File: src/rtl/ifetch_pkg.sv
// ifetch_pkg: state encoding and default widths shared by ifetch and the microsequencer
package ifetch_pkg;

    localparam int DEF_OPCODE_WIDTH = 7;
    localparam int DEF_INSTR_WIDTH  = 16;
    localparam int DEF_PC_WIDTH     = 16;

    typedef enum logic [1:0] {
        ST_IDLE    = 2'd0,
        ST_FETCH   = 2'd1,
        ST_DISCARD = 2'd2
    } state_e;

endpackage

File: src/rtl/ifetch_if.sv
// ifetch_if: instruction memory read bus between the fetch unit and memory
interface ifetch_if
    import ifetch_pkg::*;
#(
    parameter int PC_WIDTH    = DEF_PC_WIDTH,
    parameter int INSTR_WIDTH = DEF_INSTR_WIDTH
) ();

    logic                   mem_req;
    logic [PC_WIDTH-1:0]    mem_addr;
    logic                   mem_ack;
    logic [INSTR_WIDTH-1:0] mem_rdata;

    modport master (output mem_req, mem_addr, input mem_ack, mem_rdata);
    modport slave  (input mem_req, mem_addr, output mem_ack, mem_rdata);

endinterface

File: src/rtl/ifetch_pc.sv
// ifetch_pc: program counter with load, wrapping increment and async reset
module ifetch_pc
    import ifetch_pkg::*;
#(
    parameter int                  PC_WIDTH     = DEF_PC_WIDTH,
    parameter logic [PC_WIDTH-1:0] RESET_VECTOR = '0
) (
    input  logic                clock,
    input  logic                reset,
    input  logic                load,
    input  logic                inc,
    input  logic [PC_WIDTH-1:0] target,
    output logic [PC_WIDTH-1:0] pc
);

    localparam logic [PC_WIDTH-1:0] ONE = 1;

    logic [PC_WIDTH-1:0] pc_q, pc_d;

    // A load always beats an increment; the add wraps naturally at PC_WIDTH bits
    always_comb begin
        pc_d = load ? target : inc ? pc_q + ONE : pc_q;
    end

    // PC register
    always_ff @(posedge clock or negedge reset) begin
        if (!reset) pc_q <= RESET_VECTOR;
        else        pc_q <= pc_d;
    end

    assign pc = pc_q;

endmodule

File: src/rtl/ifetch.sv
// ifetch: instruction fetch FSM and instruction register feeding the microsequencer
module ifetch
    import ifetch_pkg::*;
#(
    parameter int                  OPCODE_WIDTH = DEF_OPCODE_WIDTH,
    parameter int                  INSTR_WIDTH  = DEF_INSTR_WIDTH,
    parameter int                  PC_WIDTH     = DEF_PC_WIDTH,
    parameter logic [PC_WIDTH-1:0] RESET_VECTOR = '0
) (
    input  logic                                clock,
    input  logic                                reset,
    input  logic                                fetch,
    input  logic                                pc_load,
    input  logic [PC_WIDTH-1:0]                 pc_target,
    ifetch_if.master                            bus,
    output logic [OPCODE_WIDTH-1:0]             opcode,
    output logic [INSTR_WIDTH-OPCODE_WIDTH-1:0] operand,
    output logic [PC_WIDTH-1:0]                 pc,
    output logic                                busy,
    output logic                                instr_valid
);

    state_e                 state_q, state_d;
    logic                   req_q, req_d;
    logic [PC_WIDTH-1:0]    addr_q, addr_d;
    logic [INSTR_WIDTH-1:0] ir_q, ir_d;
    logic                   valid_q, valid_d;
    logic                   take;

    // State register
    always_ff @(posedge clock or negedge reset) begin
        if (!reset) state_q <= ST_IDLE;
        else        state_q <= state_d;
    end

    // Next state: fetch is only honoured in IDLE; a redirect without ack abandons the read
    always_comb begin
        state_d = state_q;
        case (state_q)
            ST_IDLE:    if (fetch) state_d = ST_FETCH;
            ST_FETCH:   if (bus.mem_ack) state_d = ST_IDLE;
                        else if (pc_load) state_d = ST_DISCARD;
            ST_DISCARD: if (bus.mem_ack) state_d = ST_IDLE;
            default:    state_d = ST_IDLE;
        endcase
    end

    // Datapath next values: the request lives exactly as long as the transaction
    always_comb begin
        take    = state_q == ST_FETCH && bus.mem_ack && !pc_load;
        req_d   = state_d != ST_IDLE;
        addr_d  = (state_q == ST_IDLE && fetch) ? (pc_load ? pc_target : pc) : addr_q;
        ir_d    = take ? bus.mem_rdata : ir_q;
        valid_d = take;
    end

    // Registered bus outputs, instruction register and valid pulse
    always_ff @(posedge clock or negedge reset) begin
        if (!reset) begin
            req_q   <= 1'b0;
            addr_q  <= '0;
            ir_q    <= '0;
            valid_q <= 1'b0;
        end else begin
            req_q   <= req_d;
            addr_q  <= addr_d;
            ir_q    <= ir_d;
            valid_q <= valid_d;
        end
    end

    // Outputs decoded from state and registers
    always_comb begin
        busy         = state_q != ST_IDLE;
        opcode       = ir_q[INSTR_WIDTH-1 -: OPCODE_WIDTH];
        operand      = ir_q[INSTR_WIDTH-OPCODE_WIDTH-1:0];
        instr_valid  = valid_q;
        bus.mem_req  = req_q;
        bus.mem_addr = addr_q;
    end

    ifetch_pc #(
        .PC_WIDTH     (PC_WIDTH),
        .RESET_VECTOR (RESET_VECTOR)
    ) u_pc (
        .clock  (clock),
        .reset  (reset),
        .load   (pc_load),
        .inc    (take),
        .target (pc_target),
        .pc     (pc)
    );

endmodule
File: src/flat_wrapper.sv
// flat-port wrapper written by rule: the top's interface ports become plain ports
module ifetch_flat import ifetch_pkg::*;
#(
    parameter int                  OPCODE_WIDTH = DEF_OPCODE_WIDTH,
    parameter int                  INSTR_WIDTH  = DEF_INSTR_WIDTH,
    parameter int                  PC_WIDTH     = DEF_PC_WIDTH,
    parameter logic [PC_WIDTH-1:0] RESET_VECTOR = '0
)
  (clock, reset, fetch, pc_load, pc_target, opcode, operand, pc, busy, instr_valid, bus_mem_req, bus_mem_addr, bus_mem_ack, bus_mem_rdata);
  ifetch_if #(.PC_WIDTH(PC_WIDTH), .INSTR_WIDTH(INSTR_WIDTH)) bus_i ();
  input  logic clock;
  input  logic reset;
  input  logic fetch;
  input  logic pc_load;
  input  logic [PC_WIDTH-1:0] pc_target;
  output logic [OPCODE_WIDTH-1:0] opcode;
  output logic [INSTR_WIDTH-OPCODE_WIDTH-1:0] operand;
  output logic [PC_WIDTH-1:0] pc;
  output logic busy;
  output logic instr_valid;
  output wire logic [$bits(bus_i.mem_req)-1:0] bus_mem_req;
  output wire logic [$bits(bus_i.mem_addr)-1:0] bus_mem_addr;
  input wire logic [$bits(bus_i.mem_ack)-1:0] bus_mem_ack;
  input wire logic [$bits(bus_i.mem_rdata)-1:0] bus_mem_rdata;
  assign bus_mem_req = bus_i.mem_req;
  assign bus_mem_addr = bus_i.mem_addr;
  assign bus_i.mem_ack = bus_mem_ack;
  assign bus_i.mem_rdata = bus_mem_rdata;
  ifetch #(.OPCODE_WIDTH(OPCODE_WIDTH), .INSTR_WIDTH(INSTR_WIDTH), .PC_WIDTH(PC_WIDTH), .RESET_VECTOR(RESET_VECTOR)) u_core (.clock(clock), .reset(reset), .fetch(fetch), .pc_load(pc_load), .pc_target(pc_target), .bus(bus_i), .opcode(opcode), .operand(operand), .pc(pc), .busy(busy), .instr_valid(instr_valid));
endmodule
File: config.mk
export PLATFORM = sky130hd
export DESIGN_NAME = ifetch_flat
export DESIGN_NICKNAME = d
export VERILOG_FILES = /design/src/rtl/ifetch_pkg.sv /design/src/rtl/ifetch_if.sv /design/src/rtl/ifetch_pc.sv /design/src/rtl/ifetch.sv /design/src/flat_wrapper.sv
export SDC_FILE = /design/constraint.sdc
export NUM_CORES = 1
export LEC_CHECK = 0
export BUFFER_PORTS_ARGS = -buffer_cell sky130_fd_sc_hd__buf_2
export CORE_ASPECT_RATIO = 0.5
export CORE_MARGIN = 3
export CORE_UTILIZATION = 52
export CTS_BUF_LIST = sky130_fd_sc_hd__clkbuf_4
export DETAILED_ROUTE_END_ITERATION = 8
export GPL_ROUTABILITY_DRIVEN = 0
export MAX_ROUTING_LAYER = met4
export PLACE_DENSITY = 0.86
export SLEW_MARGIN = 20
export SYNTH_ARGS = -nofsm -noshare
export SYNTH_HDL_FRONTEND = slang
export SYNTH_HIERARCHICAL = 1
export SYNTH_SLANG_ARGS = --single-unit
File: constraint.sdc
create_clock -name clock -period 2.1 [get_ports clock]
set_input_delay 0.315 -clock clock [delete_from_list [all_inputs] [get_ports clock]]
set_output_delay 0.315 -clock clock [all_outputs]
set_load 0.02 [all_outputs]
==> impl_metrics.csv, run 1 <==
group,metric,value,unit
critical_path,cp_slowest_cell,"and4_1",
worst_hold_path,min_path_type,"in2reg",
cells_and_area,diodes,0,
clock_network,root_buffer,"clkbuf_4",
timing,final-setup-viol-count,0,
logic_synthesis,ys_warn_count,6,
floorplanning,die_w,106,µm
critical_path,cp.required,2350,ps
timing,holdWs,140,ps
placed_design,portBuffers,87,
drt,viasPerCell,5.40,
cells_and_area,layout-drive-gt1-share,0.551,
placed_design,placed_cell_area,3080,µm²
drt,ant_nets,0,
critical_path,cp-end-kind,"flip-flop",
logic_synthesis,synthTopCellsByCount,"dfrtp_1, mux2_2, nand2_1, o21ai_0, mux2_4",
clock_network,ctsResizeCount,0,
critical_path,crit_end,"u_core/u_pc/pc[12]$_DFFE_PN0P_",
critical_path,path_cells,"nor4bb_4 -> and4_1 -> nand4_1 -> xnor2_1 -> o21ai_0",
grt,overflow,0,
power,total_power,2.99,mW
critical_path,crit_path_max_incr_delay,460,ps
logic_synthesis,synth_seq_area_share,0.499,
cells_and_area,instances_no_fill,360,
critical_path,r2r-start,"u_core/state_q[1]$_DFF_PN0_",
grt,antenna_found_initial,0,
drt,drtPass1Iterations,4,
timing,worst_pin_slew,482,ps
power,ir_drop,0.000588,V
timing,fin_ws,168,ps
logic_synthesis,mappedNetlistArea,2610,µm²
cells_and_area,nFillCells,342,
floorplanning,core.rowCount,17,
clock_network,tritoncts.num_buffers,5,
logic_synthesis,syn_nets,240,
critical_path,worst_ep_arrival_time,2190,ps
timing,rsz0062_at_grt,"false",
logic_synthesis,synth_top_cells_by_area,"dfrtp_1, mux2_2, mux2_4",
critical_path,r2r_slack,170,ps
grt,grt_max_degree,52,
placed_design,hpwl,4350,µm
logic_synthesis,synth_top_cell_area_share,0.499,
timing,skew,10.4,ps
grt,grt_pass1_vias,1982,
critical_path,cp.depth,5,
drt,wl,5910,µm
critical_path,start_kind,"flip-flop",
cells_and_area,layout.nets,331,
status,status,"completed",
floorplanning,die_area,5950,µm²
clock_network,cts.path.max_buffers,2,
grt,grtUsageTotal,0.217,
critical_path,crit_buf_inv,0,
critical_path,path_delay_family,"simple AND/OR/NAND/NOR gates",
placed_design,post-place-ws,202,ps
logic_synthesis,avgSynthCellArea,12.9,µm²
timing,finalHoldViolCount,0,
logic_synthesis,synth_cell_types,40,
power,p_leak,1.47,nW
logic_synthesis,synth_edf_count,0,
timing,setup_tns,0,ps
clock_network,clock-sinks,52,
cells_and_area,area_growth,20.7,%
timing,maxSlewHeadroom,0.678,
power,pwr_density_cell,949,nW/µm²
critical_path,crit_fanout,7,
drt,drc,0,
timing,post-route-period-util,0.920,
logic_synthesis,synth-seq-cells,52,
clock_network,clk_pin_slew,150,ps
grt,grt_pass1_wl,10000,µm
drt,wl_per_cell,16.4,µm
floorplanning,core-area,4620,µm²
critical_path,r2r_end,"u_core/u_pc/pc[12]$_DFFE_PN0P_",
timing,clock.fmax,518,MHz
critical_path,worstSetupPathType,"reg2reg",
run,drv_cap,0,
critical_path,reg2reg_depth,5,
timing,period_needed,1930,ps
floorplanning,start_util,0.565,
floorplanning,io_pins,88,
worst_hold_path,hold_depth,2,
logic_synthesis,yosysMostFrequentCell,"dfrtp_1",
cells_and_area,fin_area,3150,µm²
floorplanning,die-height,56.1,µm
clock_network,clock_latency,370,ps
placed_design,placedCellCount,351,
logic_synthesis,ys.flop_type,"dfrtp_1",
logic_synthesis,async_flop_share,1.00,
cells_and_area,final_util,0.682,
clock_network,cts_tree,"yes",
drt,vias,1945,
drt,drtIter0Drc,151,
logic_synthesis,synthCells,202,
clock_network,htreeDepth,2,
timing,finalMaxSlewViolations,0,
critical_path,startpoint,"u_core/state_q[1]$_DFF_PN0_",
logic_synthesis,yosysTopAreaCell,"dfrtp_1",
## layer usage
| metal | up-vias | routed length (µm) | GRT usage | part of all wire |
|---|---|---|---|---|
| met5 | - | 0 | - | 0 |
| met4 | 0 | 165 | 0.0923 | 0.028 |
| met3 | 22 | 282 | 0.0417 | 0.048 |
| met2 | 83 | 2920 | 0.340 | 0.49 |
| met1 | 938 | 2540 | 0.279 | 0.43 |
| li1 | 902 | - | - | - |
## flip-flops by register name, summed over array words and instances, names as in the netlist
name,flops
u_core/ir_q,16
u_core/bus.mem_req,1
u_core/state_q,2
u_core/bus.mem_addr,16
u_core/instr_valid,1
u_core/u_pc/pc,16
## area by class of cell
type	instances	area (µm²)	area share
clock buffer	6	45.0	0.0143
clock inverter	2	11.3	0.00358
inverter	5	18.8	0.00596
multi-input combinational	134	1190	0.378
sequential	52	1300	0.414
tap	66	82.6	0.0262
timing repair buffer	95	498	0.158
## logic make-up after synthesis
family / after synthesis / share of synthesized area
AO/OA/AOI/OAI: 22 / 0.0495
XOR/XNOR: 12 / 0.0403
adder cells (fa/ha/maj): 1 / 0.00480
buffers and inverters: 16 / 0.0442
flip-flops: 52 / 0.499
multiplexers: 49 / 0.224
AND/OR/NAND/NOR: 50 / 0.138
## how the worst min path moves through the flow
stage                     slack, ps                             endpoint             start
after global routing            130           u_core/ir_q[7]$_DFFE_PN0P_  bus_mem_rdata[7]
after floorplan                  20   u_core/bus.mem_addr[0]$_DFFE_PN0P_             reset
final                           140          u_core/state_q[1]$_DFF_PN0_       bus_mem_ack
after global placement          250   u_core/bus.mem_addr[9]$_DFFE_PN0P_             reset
after CTS                       120          u_core/state_q[1]$_DFF_PN0_       bus_mem_ack
after detailed placement        260  u_core/bus.mem_addr[11]$_DFFE_PN0P_             reset
## placed cells by master (no fill, tap or decap), types with 4 or more instances in the layout
master,netlist,final
buf_2,1,87
o21ai_0,12,12
xnor2_1,7,7
xor2_1,5,5
inv_1,5,5
dfrtp_1,52,52
clkbuf_4,0,6
nand2_1,18,18
buf_4,2,7
nand3_1,4,4
mux2_2,39,39
mux2_4,9,9
## repair_timing
item | in CTS | in global routing
hold buffers | 1 | 0
endpoints found under the hold margin | 16 | 0
setup buffers | 0 | 0
## power by group
group	switching [mW]	internal [mW]
registers	0.162	1.25
logic	0.623	0.499
clock network	0.312	0.141
Power figures use the tool's default switching activity.
==> run 2, diff against run 1 <==
--- a/config.mk
+++ b/config.mk
@@ -13,5 +13,4 @@
 export DETAILED_ROUTE_END_ITERATION = 8
 export GPL_ROUTABILITY_DRIVEN = 0
-export MAX_ROUTING_LAYER = met4
 export PLACE_DENSITY = 0.86
 export SLEW_MARGIN = 20
==> constraint.sdc (replaced) <==
create_clock -name clock -period 2.1 [get_ports clock]
set_input_delay 0 -clock clock [delete_from_list [all_inputs] [get_ports clock]]
set_output_delay 0 -clock clock [all_outputs]
set_load 0.02 [all_outputs]
==> impl_metrics.csv, run 2 (synthesized netlist as in run 1, its figures left out) <==
group,metric,value,unit
clock_network,post_cts_buffers,0,
clock_network,cts_tree,"yes",
drt,wl,6410,µm
critical_path,reg2reg_depth,5,
critical_path,cp-end-kind,"flip-flop",
grt,grtUsageTotal,0.225,
drt,wl_per_cell,16.2,µm
power,p_leak,1.62,nW
timing,holdWs,104,ps
grt,grt_max_degree,52,
drt,drtPass1Iterations,4,
cells_and_area,layout_common_cells,"buf_2, dfrtp_1, mux2_2, dlygate4sd3_1, nand2_1",
grt,grt_pass1_vias,2240,
floorplanning,start_util,0.565,
critical_path,start_kind,"flip-flop",
power,pwr_density_cell,879,nW/µm²
clock_network,tritoncts.num_buffers,5,
critical_path,worstSetupPathType,"reg2reg",
worst_hold_path,min_path_type,"in2async",
cells_and_area,diodes,0,
grt,grt_pass1_wl,10800,µm
drt,top_layer_used,"met4",
timing,maxSlewHeadroom,0.673,
critical_path,worst_ep_arrival_time,2110,ps
cells_and_area,layout.nets,366,
grt,antenna_found_initial,0,
floorplanning,core-area,4620,µm²
cells_and_area,instances_no_fill,395,
cells_and_area,layout-drive-gt1-share,0.495,
run,drv_cap,0,
critical_path,path_cells,"nor4bb_4 -> and4_1 -> nand4_1 -> xnor2_1 -> o21ai_0",
cells_and_area,layout_commonest_cell,"buf_2",
placed_design,portBuffers,87,
grt,overflow,0,
critical_path,r2r_slack,250,ps
floorplanning,die_w,106,µm
timing,finalMaxSlewViolations,0,
floorplanning,die_area,5950,µm²
critical_path,cp_slowest_cell,"dfrtp_1",
critical_path,crit_buf_inv,0,
timing,finalHoldViolCount,0,
timing,post-route-period-util,0.880,
drt,drc,0,
clock_network,htreeDepth,2,
cells_and_area,nFillCells,299,
timing,setup_tns,0,ps
critical_path,crit_path_max_incr_delay,440,ps
power,ir_drop,0.000538,V
timing,skew,24.0,ps
timing,rsz0062_at_grt,"false",
drt,vias,2093,
drt,wl_met3,425,µm
timing,clock.fmax,541,MHz
drt,drt-met1-wl,2530,µm
placed_design,hpwl,4240,µm
placed_design,placedCellCount,351,
clock_network,clock-sinks,52,
drt,ant_nets,0,
clock_network,cts.path.max_buffers,2,
clock_network,root_buffer,"clkbuf_4",
floorplanning,die-height,56.1,µm
critical_path,path_delay_family,"simple AND/OR/NAND/NOR gates",
timing,period_needed,1850,ps
cells_and_area,area_growth,34.5,%
floorplanning,core.rowCount,17,
drt,drtIter0Drc,155,
clock_network,clk_pin_slew,170,ps
status,status,"completed",
critical_path,r2r_end,"u_core/u_pc/pc[12]$_DFFE_PN0P_",
floorplanning,io_pins,88,
drt,viasPerCell,5.30,
critical_path,cp.required,2360,ps
drt,wl_met2,3380,µm
clock_network,clock_latency,380,ps
critical_path,crit_fanout,7,
timing,worst_pin_slew,490,ps
timing,final-setup-viol-count,0,
critical_path,r2r-start,"u_core/state_q[1]$_DFF_PN0_",
run 2: report_power, final:
| part | leakage (nW) | switching (mW) | internal [mW] |
|---|---|---|---|
| Clock | 0.0358 | 0.337 | 0.140 |
| Combinational | 0.960 | 0.640 | 0.541 |
| Sequential | 0.624 | 0.171 | 1.25 |
| Total | 1.62 | 1.15 | 1.93 |
run 2: metal layers:
metal	GRT usage	vias up
met3	0.0545	12
met4	0.0627	0
li1	-	965
met2	0.409	85
met5	0	-
met1	0.267	1031
run 2: worst max path at each step:
stage	from	endpoint	slack, ps	depth (start not counted)
floorplan	u_core/state_q[1]$_DFF_PN0_	u_core/u_pc/pc[15]$_DFFE_PN0P_	170	7
global route	u_core/state_q[1]$_DFF_PN0_	u_core/u_pc/pc[12]$_DFFE_PN0P_	140	5
detailed placement	u_core/state_q[1]$_DFF_PN0_	u_core/u_pc/pc[12]$_DFFE_PN0P_	280	5
finish	u_core/state_q[1]$_DFF_PN0_	u_core/u_pc/pc[12]$_DFFE_PN0P_	250	5
global placement	u_core/state_q[1]$_DFF_PN0_	u_core/u_pc/pc[14]$_DFFE_PN0P_	410	4
CTS	u_core/state_q[1]$_DFF_PN0_	u_core/u_pc/pc[10]$_DFFE_PN0P_	270	5
run 2: timing repair:
action | in CTS | in global routing
endpoints found under the hold margin | 101 | 0
gates resized for setup | 0 | 0
hold buffers | 36 | 0
run 2: per-stage QoR:
step	power (mW)	util	cell area [µm²]	worst slack (ps)
global route	3.26	0.759	3500	141
global placement	2.51	0.667	3080	412
CTS	3.09	0.759	3500	268
finish	3.08	0.759	3500	253
detailed placement	2.56	0.667	3080	282
floorplan	2.16	-	2610	172
run 2: worst register-to-register path: cells and delay by family, from the launching register on:
kind,cells,cell delay [ps]
xor gates and xnor gates,1,180
AOI/OAI and AO/OA,1,90
DFF,1,440
and+or+nand+nor,3,1040
run 2: layout make-up:
class | instances | area (µm²) | share of cell area
clock inverter | 3 | 26.3 | 0.00750
tap | 66 | 82.6 | 0.0236
sequential | 52 | 1300 | 0.371
inverter | 5 | 18.8 | 0.00536
timing repair buffer | 130 | 848 | 0.242
multi-input combinational | 134 | 1190 | 0.340
clock buffer | 5 | 37.5 | 0.0107
